`config.mk`:
```
export PLATFORM = sky130hd
export DESIGN_NAME = mem_access_unit_flat
export DESIGN_NICKNAME = d
export VERILOG_FILES = /design/src/rtl/mem_access_unit_if.sv /design/src/rtl/mem_access_unit.sv /design/src/flat_wrapper.sv
export SDC_FILE = /design/constraint.sdc
export NUM_CORES = 1
export LEC_CHECK = 0
export ABC_AREA = 1
export CAP_MARGIN = 10
export CORE_AREA = 2 2 197 199
export CTS_CLUSTER_SIZE = 40
export DETAILED_ROUTE_END_ITERATION = 10
export DIE_AREA = 0 0 199 201
export DONT_BUFFER_PORTS = 1
export PLACE_DENSITY = 0.41
export SYNTH_ARGS = -nofsm -noshare
export SYNTH_HDL_FRONTEND = slang
export SYNTH_SLANG_ARGS = --single-unit
```
`constraint.sdc`:
```
create_clock -name clk -period 1.8 [get_ports clk]
set_input_delay 0 -clock clk [delete_from_list [all_inputs] [get_ports clk]]
set_output_delay 0 -clock clk [all_outputs]
set_load 0.02 [all_outputs]
```
`src/rtl/mem_access_unit_if.sv`:
```
// Data-bus interface between the memory access unit (master) and the data memory (slave).
interface mem_access_unit_if #(
    parameter int XLEN = 64
);
    logic            dreq_valid;
    logic [XLEN-1:0] dreq_addr;
    logic [2:0]      dreq_size;
    logic [7:0]      dreq_strobe;
    logic [XLEN-1:0] dreq_data;
    logic            dresp_addr_ok;
    logic            dresp_data_ok;
    logic [XLEN-1:0] dresp_data;

    modport master (
        output dreq_valid, dreq_addr, dreq_size, dreq_strobe, dreq_data,
        input  dresp_addr_ok, dresp_data_ok, dresp_data
    );

    modport slave (
        input  dreq_valid, dreq_addr, dreq_size, dreq_strobe, dreq_data,
        output dresp_addr_ok, dresp_data_ok, dresp_data
    );
endinterface

```
`src/rtl/mem_access_unit.sv`:
```
// Memory-stage load/store unit: issues one data-bus request per memory op and stalls until it completes.
// Optional build macro MEM_MISALIGN_CHECK_EN traps misaligned accesses instead of issuing them.
module mem_access_unit #(
    parameter int XLEN = 64
) (
    input  logic                 clk,
    input  logic                 reset,
    input  logic                 in_valid,
    input  logic                 in_is_load,
    input  logic                 in_is_store,
    input  logic [2:0]           in_funct3,
    input  logic [XLEN-1:0]      in_addr,
    input  logic [XLEN-1:0]      in_wdata,
    output logic                 stall,
    mem_access_unit_if.master    dbus,
    output logic                 out_done,
    output logic [XLEN-1:0]      out_rdata,
    output logic                 exc_misaligned
);

    typedef enum logic [1:0] {IDLE, WAIT, DONE} state_t;

    state_t          state, state_next;
    logic            mem_op;
    logic            misaligned;
    logic [2:0]      off_in;
    logic [7:0]      size_mask;
    logic [14:0]     strobe_wide;
    logic [7:0]      strobe_in;
    logic [XLEN-1:0] wdata_in;

    logic [XLEN-1:0] addr_q;
    logic [1:0]      size_q;
    logic [7:0]      strobe_q;
    logic [XLEN-1:0] data_q;
    logic [2:0]      funct3_q;
    logic            is_store_q;
    logic [XLEN-1:0] rdata_q;
    logic [XLEN-1:0] load_shifted;
    logic [XLEN-1:0] load_fmt;

    assign mem_op = in_valid & (in_is_load | in_is_store);
    assign off_in = in_addr[2:0];

    always_comb begin
        case (in_funct3[1:0])
            2'd0:    size_mask = 8'h01;
            2'd1:    size_mask = 8'h03;
            2'd2:    size_mask = 8'h0F;
            default: size_mask = 8'hFF;
        endcase
    end

    // Lanes shifted past byte 7 fall off; loads carry no strobes and no write data.
    assign strobe_wide = {7'd0, size_mask} << off_in;
    assign strobe_in   = in_is_store ? strobe_wide[7:0] : 8'h00;
    assign wdata_in    = in_is_store ? (in_wdata << {off_in, 3'b000}) : '0;

`ifdef MEM_MISALIGN_CHECK_EN
    logic [3:0] size_bytes;
    logic [3:0] align_bits;
    logic       exc_q;

    assign size_bytes     = 4'd1 << in_funct3[1:0];
    assign align_bits     = size_bytes - 4'd1;
    assign misaligned     = |(off_in & align_bits[2:0]);
    assign exc_misaligned = exc_q & (state == DONE);

    always_ff @(posedge clk) begin
        if (reset) begin
            exc_q <= 1'b0;
        end else if (state == IDLE && mem_op) begin
            exc_q <= misaligned;
        end
    end
`else
    assign misaligned     = 1'b0;
    assign exc_misaligned = 1'b0;
`endif

    always_comb begin
        state_next = state;
        stall      = 1'b0;
        case (state)
            IDLE: begin
                if (mem_op) begin
                    stall      = 1'b1;
                    state_next = misaligned ? DONE : WAIT;
                end
            end
            WAIT: begin
                stall = 1'b1;
                if (dbus.dresp_data_ok) begin
                    state_next = DONE;
                end
            end
            DONE:    state_next = IDLE;
            default: state_next = IDLE;
        endcase
    end

    // Select the addressed bytes of the returned word, then sign- or zero-extend by access size.
    always_comb begin
        load_shifted = dbus.dresp_data >> {addr_q[2:0], 3'b000};
        load_fmt     = load_shifted;
        case (size_q)
            2'd0: load_fmt = funct3_q[2] ? {{(XLEN-8){1'b0}}, load_shifted[7:0]}
                                         : {{(XLEN-8){load_shifted[7]}}, load_shifted[7:0]};
            2'd1: load_fmt = funct3_q[2] ? {{(XLEN-16){1'b0}}, load_shifted[15:0]}
                                         : {{(XLEN-16){load_shifted[15]}}, load_shifted[15:0]};
            2'd2: load_fmt = funct3_q[2] ? {{(XLEN-32){1'b0}}, load_shifted[31:0]}
                                         : {{(XLEN-32){load_shifted[31]}}, load_shifted[31:0]};
            default: load_fmt = load_shifted;
        endcase
    end

    always_ff @(posedge clk) begin
        if (reset) begin
            state      <= IDLE;
            addr_q     <= '0;
            size_q     <= 2'd0;
            strobe_q   <= 8'h00;
            data_q     <= '0;
            funct3_q   <= 3'd0;
            is_store_q <= 1'b0;
            rdata_q    <= '0;
        end else begin
            state <= state_next;
            case (state)
                IDLE: begin
                    if (mem_op) begin
                        addr_q     <= in_addr;
                        size_q     <= in_funct3[1:0];
                        strobe_q   <= strobe_in;
                        data_q     <= wdata_in;
                        funct3_q   <= in_funct3;
                        is_store_q <= in_is_store;
                        rdata_q    <= '0;
                    end
                end
                WAIT: begin
                    if (dbus.dresp_data_ok) begin
                        rdata_q <= is_store_q ? '0 : load_fmt;
                    end
                end
                default: ;
            endcase
        end
    end

    assign dbus.dreq_valid  = (state == WAIT);
    assign dbus.dreq_addr   = addr_q;
    assign dbus.dreq_size   = {1'b0, size_q};
    assign dbus.dreq_strobe = strobe_q;
    assign dbus.dreq_data   = data_q;
    assign out_done         = (state == DONE);
    assign out_rdata        = rdata_q;

endmodule

```
`src/flat_wrapper.sv`:
```
// flat-port wrapper written by rule: the top's interface ports become plain ports
module mem_access_unit_flat 
#(
    parameter int XLEN = 64
)
  (clk, reset, in_valid, in_is_load, in_is_store, in_funct3, in_addr, in_wdata, stall, out_done, out_rdata, exc_misaligned, dbus_dreq_valid, dbus_dreq_addr, dbus_dreq_size, dbus_dreq_strobe, dbus_dreq_data, dbus_dresp_addr_ok, dbus_dresp_data_ok, dbus_dresp_data);
  mem_access_unit_if #(.XLEN(XLEN)) dbus_i ();
  input  logic clk;
  input  logic reset;
  input  logic in_valid;
  input  logic in_is_load;
  input  logic in_is_store;
  input  logic [2:0] in_funct3;
  input  logic [XLEN-1:0] in_addr;
  input  logic [XLEN-1:0] in_wdata;
  output logic stall;
  output logic out_done;
  output logic [XLEN-1:0] out_rdata;
  output logic exc_misaligned;
  output wire logic [$bits(dbus_i.dreq_valid)-1:0] dbus_dreq_valid;
  output wire logic [$bits(dbus_i.dreq_addr)-1:0] dbus_dreq_addr;
  output wire logic [$bits(dbus_i.dreq_size)-1:0] dbus_dreq_size;
  output wire logic [$bits(dbus_i.dreq_strobe)-1:0] dbus_dreq_strobe;
  output wire logic [$bits(dbus_i.dreq_data)-1:0] dbus_dreq_data;
  input wire logic [$bits(dbus_i.dresp_addr_ok)-1:0] dbus_dresp_addr_ok;
  input wire logic [$bits(dbus_i.dresp_data_ok)-1:0] dbus_dresp_data_ok;
  input wire logic [$bits(dbus_i.dresp_data)-1:0] dbus_dresp_data;
  assign dbus_dreq_valid = dbus_i.dreq_valid;
  assign dbus_dreq_addr = dbus_i.dreq_addr;
  assign dbus_dreq_size = dbus_i.dreq_size;
  assign dbus_dreq_strobe = dbus_i.dreq_strobe;
  assign dbus_dreq_data = dbus_i.dreq_data;
  assign dbus_i.dresp_addr_ok = dbus_dresp_addr_ok;
  assign dbus_i.dresp_data_ok = dbus_dresp_data_ok;
  assign dbus_i.dresp_data = dbus_dresp_data;
  mem_access_unit #(.XLEN(XLEN)) u_core (.clk(clk), .reset(reset), .in_valid(in_valid), .in_is_load(in_is_load), .in_is_store(in_is_store), .in_funct3(in_funct3), .in_addr(in_addr), .in_wdata(in_wdata), .stall(stall), .dbus(dbus_i), .out_done(out_done), .out_rdata(out_rdata), .exc_misaligned(exc_misaligned));
endmodule
```
# After elaboration in Yosys (flattened, before gate mapping)
# Index checks and enable logic that the tools add are counted.
# classes
n_eq_ne,8
n_bitwise,2
muxes,16
reduce_logical,7
shift,3
# op_table
operator,count
64-bit two-way mux,7
64-bit one-hot mux with 3 select lines,1
64-bit one-hot mux with 2 select lines,1
64-bit by 6-bit left shift with 64-bit output,1
64-bit by 6-bit >> shifter with 64-bit output,1
8-bit one-hot mux with 3 select lines,1
8-bit two-way mux,1
8-bit by 3-bit left shift with 8-bit output,1
2-bit by 1-bit equality test with 1-bit output (second input constant),3
2-bit equality test (second input constant),3
2-bit zero test,3
2-bit two-way mux,2
2-bit by 1-bit != test with 1-bit output (second input constant),2
2-bit one-hot mux with 2 select lines,1
2-bit AND reduction,2
3-bit AND reduction,1
1-bit one-hot mux with 2 select lines,1
2-bit nonzero test,1
1-bit AND,1
1-bit two-way mux,1
1-bit OR,1
# totals
word_cells,44
in_bits,202
reg_bits,208
output_inout_bits,207

# Depth between registers and ports, before layout
# Gate-level depths: netlist (run 1).
# depth
depth_word,6
ltp_mapped,12
ltp_nobuf,10

# Worst setup path before layout (run 1)
# Ideal clock, no wire load.
# synth_timing
path_kind,register -> register
start,register u_core.addr_q[0] (netlist: u_core.dbus.dreq_addr[0])
end,register u_core.rdata_q[33] (netlist: u_core.out_rdata[33])
stages_incl_launch_ff,12
slack_ps,227
setup_ps,132
arrival_time_ps,1440
path_cell_list,dfxtp_1 -> inv_2 -> buf_6 -> nand2_1 -> nand3_1 -> nand3_1 -> nand2_2 -> nand2_4 -> nand2_4 -> buf_6 -> o21ai_1 -> a21oi_1
# synth_between
elab_chain_cells,6
word_cells_on_any_way,8
# synth_rtl
item,line,source
"start, declared",mem_access_unit.sv:32,logic [XLEN-1:0] addr_q;
"start signal, assigned",mem_access_unit.sv:132,addr_q <= in_addr;
64-bit by 6-bit >> shifter with 64-bit output *,mem_access_unit.sv:104,"load_shifted = dbus.dresp_data >> {addr_q[2:0], 3'b000};"
"64-bit two-way mux, on equally long branches","mem_access_unit.sv:111, mem_access_unit.sv:107, mem_access_unit.sv:109",
64-bit one-hot mux with 3 select lines *,mem_access_unit.sv:106,case (size_q)
64-bit two-way mux *,mem_access_unit.sv:143,rdata_q <= is_store_q ? '0 : load_fmt;
64-bit two-way mux *,mem_access_unit.sv:142,if (dbus.dresp_data_ok) begin
64-bit one-hot mux with 2 select lines *,mem_access_unit.sv:129,case (state)
"end signal, assigned",mem_access_unit.sv:143,
"end, declared",mem_access_unit.sv:38,logic [XLEN-1:0] rdata_q;
# Mark *: on every way between the ends. The rest lies on a longest branch, timed or not. The select of a mux whose other input is x is not followed.
# A chain may end at the register's enable or synchronous reset.

# Worst setup path after layout (run 1)
# layout_timing
start,register u_core.addr_q[0] (netlist: u_core.dbus.dreq_addr[0])
end,register u_core.rdata_q[61] (netlist: u_core.out_rdata[61])
# The elaborated chain is that of the path after synthesis.

==> flow_summary.json, run 1 <==
{
  "synth_seq_area_share_pct": 36.8,
  "fin_skew_ps": 29.4,
  "syn_avg_cell_area_um2": 6.59,
  "nets": 1944,
  "pin_count": 409,
  "max_freq_mhz": 567,
  "grt_pass1_vias": 11400,
  "drc": 0,
  "worst_pin_slew_ps": 688,
  "crit_path_max_fanout": 20,
  "r2r_start": "u_core.dbus.dreq_addr[0]",
  "min_period_ps": 1760,
  "syn_to_final_growth_pct": 23.4,
  "rows": 72,
  "status": "complete, but fails checks",
  "worst_setup_path_end_kind": "flip-flop",
  "synth_top_cell_area_share_pct": 36.8,
  "setup_viol": 0,
  "first_pass_iters": 6,
  "finalCritPeriodShare_pct": 97.9,
  "ys.flop_type": "dfxtp_1",
  "violations": "hold timing",
  "cts_hold_buf": 87,
  "ys_async_sr_fraction_pct": 0,
  "r2r_end": "u_core.out_rdata[61]",
  "post-synth-top-count-cell": "nand2_1",
  "yosys-top-cells-area": "dfxtp_1, nand2_1, a21oi_1",
  "irDropWorstVdd_mv": 0.719,
  "cts.reportedPaths.clkPinSlew_ps": 60,
  "drtAntennaViolNets": 0,
  "hpwl_um": 34000,
  "arrival_ps": 2180,
  "die_y_um": 201,
  "cp-startpoint": "u_core.dbus.dreq_addr[0]",
  "worst_setup_path_endpoint": "u_core.out_rdata[61]",
  "p_per_area_mw_per_mm2": 955,
  "worst_slack_ps": 37.2,
  "design_area_mm2": 0.0138,
  "hold_ws_ps": -436,
  "gp_congestion": 0.926,
  "routed_wl_um": 47300,
  "htreeDepth": 1,
  "grt-ovfl-total": 0,
  "grt_max_degree": 141,
  "clk_latency_ps": 560,
  "tritoncts": "done",
  "crit_path_start_kind": "flip-flop",
  "clockBufferDepth": 3,
  "rr_worst_depth": 10,
  "crit_type": "flip-flop to flip-flop",
  "final_layout_size_suffix_gt1_share_pct": 10.7,
  "ys_warn_count": 0,
  "finalPower_mw": 13.2,
  "die_area_mm2": 0.0400,
  "slew_violations": 0,
  "cap_violations": 0,
  "synthTopCellsByCount": "nand2_1, a21oi_1, dfxtp_1, o21ai_0, nand3_1",
  "fp.dieW_um": 199,
  "start_util_pct": 29.4,
  "detail_route.vias_per_cell": 5.10,
  "hp-start": "reset",
  "synth-edff-count": 0,
  "critPathRequiredTime_ps": 2220,
  "gr-usage-all-layers_pct": 22.9,
  "port_buffers": 0,
  "syn_inst": 1701,
  "finalHoldViolCount": 138,
  "min-delay-path-class": "input pin to flip-flop",
  "rrSetupSlack_ps": 40,
  "numCtsBuffers": 26,
  "relSlewSlack_pct": 54.1,
  "grt_pass1_wl_um": 70000,
  "dr.first_iter.drc_count": 744,
  "dp_worst_setup_slack_ps": -3.53,
  "num_vias": 11600,
  "core_area_mm2": 0.0381,
  "syn-cell-area_mm2": 0.0112,
  "synth_seq_cells": 206,
  "antenna_found_initial": 4,
  "tns_ps": 0,
  "wl_per_cell_um": 20.7,
  "yosys.area.top_type": "dfxtp_1",
  "clock-sinks": 206,
  "dpl_cell_area_mm2": 0.0119,
  "root_buffer": "clkbuf_16",
  "fillCellCount": 4150,
  "p_leak_nw": 5.51,
  "ys_types": 42,
  "rsz0062_at_grt": "yes"
}
==> cell families (layout without fill, tap and decap cells) <==
logic type | after synthesis | count (layout) | share of synthesized area (%)
mux | 10 | 10 | 0.893
flops | 206 | 206 | 36.8
other cells | 1 | 4 | 0.0334
simple gates | 692 | 692 | 25.5
compound gates | 526 | 526 | 25.7
buf+inv | 266 | 325 | 11.1
==> layer usage <==
metal	vias to the layer above	global-route usage (%)	wire (um)
li1	5740	-	-
met1	5455	25.2	17300
met2	364	40.6	23800
met3	79	7.34	4140
met4	4	8.69	1970
met5	-	0	23
==> layout make-up <==
type	instances	area [um2]	share of cell area (%)
antenna	2	5.00	0.0362
clock buffer	30	696	5.03
clock inverter	17	165	1.19
inverter	117	449	3.25
multi-input combinational	1230	5960	43.1
sequential	206	4130	29.9
tap	518	648	4.68
timing repair buffer	161	1790	12.9
==> registers in the layout (all words and copies together) (netlist names) <==
signal / flops
u_core.state: 2
u_core.out_rdata: 64
u_core.dbus.dreq_strobe: 8
u_core.funct3_q: 3
u_core.dbus.dreq_addr: 64
u_core.is_store_q: 1
u_core.dbus.dreq_data: 64
==> worst min path at each step <==
| stage | end | slack, ps | cells after the start |
|---|---|---|---|
| 6_report | u_core.state[0] | -440 | 1 |
| 5_1_grt | u_core.state[0] | -480 | 1 |
| 4_1_cts | u_core.is_store_q | -480 | 1 |
| 3_5_place_dp | u_core.out_rdata[57] | 110 | 1 |
| 3_3_place_gp | u_core.out_rdata[63] | 100 | 1 |
| 2_1_floorplan | u_core.dbus.dreq_data[0] | 150 | 2 |
==> where the power goes <==
group / internal, mW / total, mW / switching [mW]
Sequential: 4.80 / 5.27 / 0.473
Combinational: 1.01 / 2.66 / 1.65
Clock: 3.07 / 5.29 / 2.22
==> metrics by stage <==
step                hold WS, ps  std cells  utilization, %
global route               -482       2279            36.3
floorplan                   148       1702               -
finish                     -436       2281            36.3
detailed placement          109       2141            31.1
CTS                        -484       2275            35.8
global placement            104       2141            31.1
==> timing repair <==
item,in CTS,in global routing
hold endpoints to repair,206,138
setup endpoints to repair,2,73
cloned,0,3
setup buffers,0,1
pin swaps,0,1
resized for setup,2,39
==> critical path, cell delays in order (launching register included) <==
cell and delay [ps]:
dfxtp_4 430, buf_12 160, nand2_1 80, nand3_1 100, nand3_2 90, nand3_1 80, nand2_1 80, buf_12 170
o21ai_1 230, buf_4 150, a21oi_1 50
==> cells in the final DEF, fill, tap and decap left out, drive strengths merged, types with 3 or more instances in the layout <==
cell type / count
dlygate4sd3: 84
o21ai: 211
a21oi: 243
a2bb2oi: 10
nor2: 81
nand2: 463
clkbuf: 33
nand3: 120
o221ai: 4
o311ai: 3
buf: 74
mux2i: 10
dfxtp: 206
clkinvlp: 3
o22ai: 3
a22oi: 11
nand4: 7
nor3: 4
a21boi: 3
inv: 118
clkinv: 11
o211ai: 34
or2: 15
No activity file was read; power rests on OpenSTA's default activity.
==> inputs of run 2 (changes only) <==
--- a/config.mk
+++ b/config.mk
@@ -5,12 +5,12 @@
 export SDC_FILE = /design/constraint.sdc
 export NUM_CORES = 1
 export LEC_CHECK = 0
-export ABC_AREA = 1
+export ABC_AREA = 0
 export CAP_MARGIN = 10
-export CORE_AREA = 2 2 197 199
+export CORE_AREA = 2 2 192 194
 export CTS_CLUSTER_SIZE = 40
 export DETAILED_ROUTE_END_ITERATION = 10
-export DIE_AREA = 0 0 199 201
+export DIE_AREA = 0 0 194 196
 export DONT_BUFFER_PORTS = 1
 export PLACE_DENSITY = 0.41
 export SYNTH_ARGS = -nofsm -noshare
==> run 2 against run 1 <==
Compared with the run above:
- the flow finishes with violations (hold timing, setup timing)
- critical endpoint is now u_core.out_rdata[48]
- first-iteration DRC count is 19% lower
- highest routed layer unchanged
- critical path type unchanged
- cell count shrank 25%
- core utilization increased by 0.15 points
- routed wire length fell by 7.0%
==> flow_summary.json, run 2 <==
{
  "clockPowerShare_pct": 40.4,
  "first_pass_iters": 5,
  "syn_inst": 1191,
  "status": "complete, but fails checks",
  "grt_pass1_vias": 9597,
  "detail_route.vias_per_cell": 5.59,
  "syn_avg_cell_area_um2": 8.94,
  "die_area_mm2": 0.0380,
  "finalPower_mw": 12.1,
  "tritoncts": "done",
  "fin_skew_ps": 9.83,
  "use_met1_pct": 24.8,
  "synth-edff-count": 0,
  "diodes": 0,
  "crit_type": "flip-flop to flip-flop",
  "dr.first_iter.drc_count": 601,
  "rsz0062_at_grt": "yes",
  "violations": "hold timing, setup timing",
  "nets": 1430,
  "worst_slack_ps": -98.9,
  "power_switching_mw": 3.52,
  "start_util_pct": 29.5,
  "root_buffer": "clkbuf_16",
  "busiest_layer": "met2",
  "ys_types": 55,
  "arrival_ps": 2370,
  "yosys-top-cells-area": "dfxtp_1, mux4_2, mux2i_1",
  "syn-cell-area_mm2": 0.0106,
  "grt-ovfl-total": 0,
  "p_leak_nw": 4.92,
  "seqCellArea_mm2": 0.00414,
  "ys.flop_type": "dfxtp_1",
  "cap_violations": 0,
  "clock-sinks": 206,
  "port_buffers": 0,
  "antenna_found_initial": 1,
  "power.share.combinational_pct": 17.3,
  "setup_viol": 49,
  "grt_pass1_wl_um": 63200,
  "worst_setup_path_end_kind": "flip-flop",
  "drc": 0,
  "hold_ws_ps": -471,
  "dpl_cell_area_mm2": 0.0115,
  "post-synth-top-count-cell": "dfxtp_1",
  "rows": 70,
  "ys_async_sr_fraction_pct": 0,
  "dp_worst_setup_slack_ps": -298,
  "tns_ps": -2490,
  "cp-startpoint": "u_core.dbus.dreq_addr[1]",
  "crit_path_max_fanout": 6,
  "relSlewSlack_pct": 49.1,
  "routed_wl_um": 44000,
  "finalHoldViolCount": 195,
  "slew_violations": 0,
  "finalCritPeriodShare_pct": 105,
  "hpwl_um": 30200,
  "wl_per_cell_um": 25.6,
  "synth_seq_area_share_pct": 38.7,
  "met3_usage_pct": 8.27,
  "die_y_um": 196,
  "num_vias": 9579,
  "min-delay-path-class": "input pin to flip-flop",
  "core_area_mm2": 0.0361,
  "switching_share_pct": 29.0,
  "ys_warn_count": 0,
  "irDropWorstVdd_mv": 0.688,
  "fp.dieW_um": 194,
  "layout_commonest_cell": "dfxtp_1",
  "hp-start": "reset",
  "cts.reportedPaths.clkPinSlew_ps": 60,
  "p_seq_share_pct": 42.3,
  "worst_pin_slew_ps": 762,
  "r2r_start": "u_core.dbus.dreq_addr[1]",
  "drtAntennaViolNets": 0,
  "grtUsageMet2_pct": 37.3,
  "yosys.area.top_type": "dfxtp_1",
  "pin_count": 409,
  "syn_to_final_growth_pct": 23.6,
  "design_area_mm2": 0.0132,
  "crit_path_start_kind": "flip-flop",
  "synth_top_cell_area_share_pct": 38.7,
  "gp_congestion": 0.911,
  "grt_max_degree": 157,
  "multi_input_area_mm2": 0.00623,
  "critPathRequiredTime_ps": 2280,
  "final_layout_size_suffix_gt1_share_pct": 22.9,
  "fillCellCount": 3707,
  "clockBufferDepth": 3,
  "synthTopCellsByCount": "dfxtp_1, nand2_1, nor2_1, a21oi_1, a22oi_1",
  "internal_power_mw": 8.62,
  "synth_seq_cells": 206,
  "max_freq_mhz": 527,
  "min_period_ps": 1900,
  "clk_latency_ps": 540,
  "p_per_area_mw_per_mm2": 923,
  "gr-usage-all-layers_pct": 21.5,
  "htreeDepth": 1,
  "layout_common_cells": "dfxtp_1, nand2_1, nor2_1",
  "numCtsBuffers": 25
}
==> run 2: path summary, 6_finish.rpt <==
| check | slack, ps | cells after the start | to |
|---|---|---|---|
| max | -100 | 7 | u_core.out_rdata[48] |
| min | -470 | 1 | u_core.dbus.dreq_addr[3] |
| max reg2reg | -100 | 7 | u_core.out_rdata[48] |
| min reg2reg | 490 | 2 | u_core.is_store_q |
==> run 2: logic make-up (layout without fill, tap and decap cells) <==
kind of cell    Yosys count  in the layout  share of synthesized area (%)
buf+inv                 134            186                           5.32
mux                     161            161                           20.0
flops                   206            206                           38.7
compound gates          353            353                           22.5
other cells               1              2                         0.0352
simple gates            336            339                           13.5
==> run 2: cell type report <==
class,count,area share [%]
Sequential cell,206,31.4
Clock inverter,8,0.399
Clock buffer,38,5.66
Inverter,12,0.342
Tap cell,468,4.45
Timing Repair Buffer,128,10.4
Multi-Input combinational cell,855,47.4
==> run 2: metrics by stage <==
step           utilization [%]  hold WS [ps]  cells
2_1_floorplan                -           136   1192
3_3_place_gp              31.8          79.5   1617
3_5_place_dp              31.8          81.4   1617
4_1_cts                   35.3          -502   1696
5_1_grt                   36.5          -485   1715
6_report                  36.5          -471   1715
==> run 2: timing repair <==
action | CTS | global route
buffers inserted | 7 | 12
cloned | 4 | 7
pin swaps | 3 | 14
setup endpoints to repair | 114 | 113
resized for setup | 30 | 41
hold endpoints to repair | 206 | 199
hold buffers | 22 | 1
==> run 2: routing by layer <==
metal	vias up	part of all wire (%)
met5	-	0.030
met4	2	2.1
met3	54	11
met2	405	50
met1	4682	38
li1	4436	-
==> run 2: critical path: stages (launching register included) <==
cell	delay (ps)
dfxtp_4	380
buf_6	140
nand4bb_1	200
o221a_1	160
o41a_1	420
nand3_4	200
clkbuf_16	190
a32o_1	150
==> run 2: power by group through the flow <==
stage	Clock [mW]	Combinational, mW	Sequential [mW]
finish	4.91	2.10	5.13
global placement	0	1.73	5.24
global route	5.23	2.27	5.16
detailed placement	0	1.74	5.24
CTS	5.08	1.91	5.14
floorplan	0	1.34	5.17
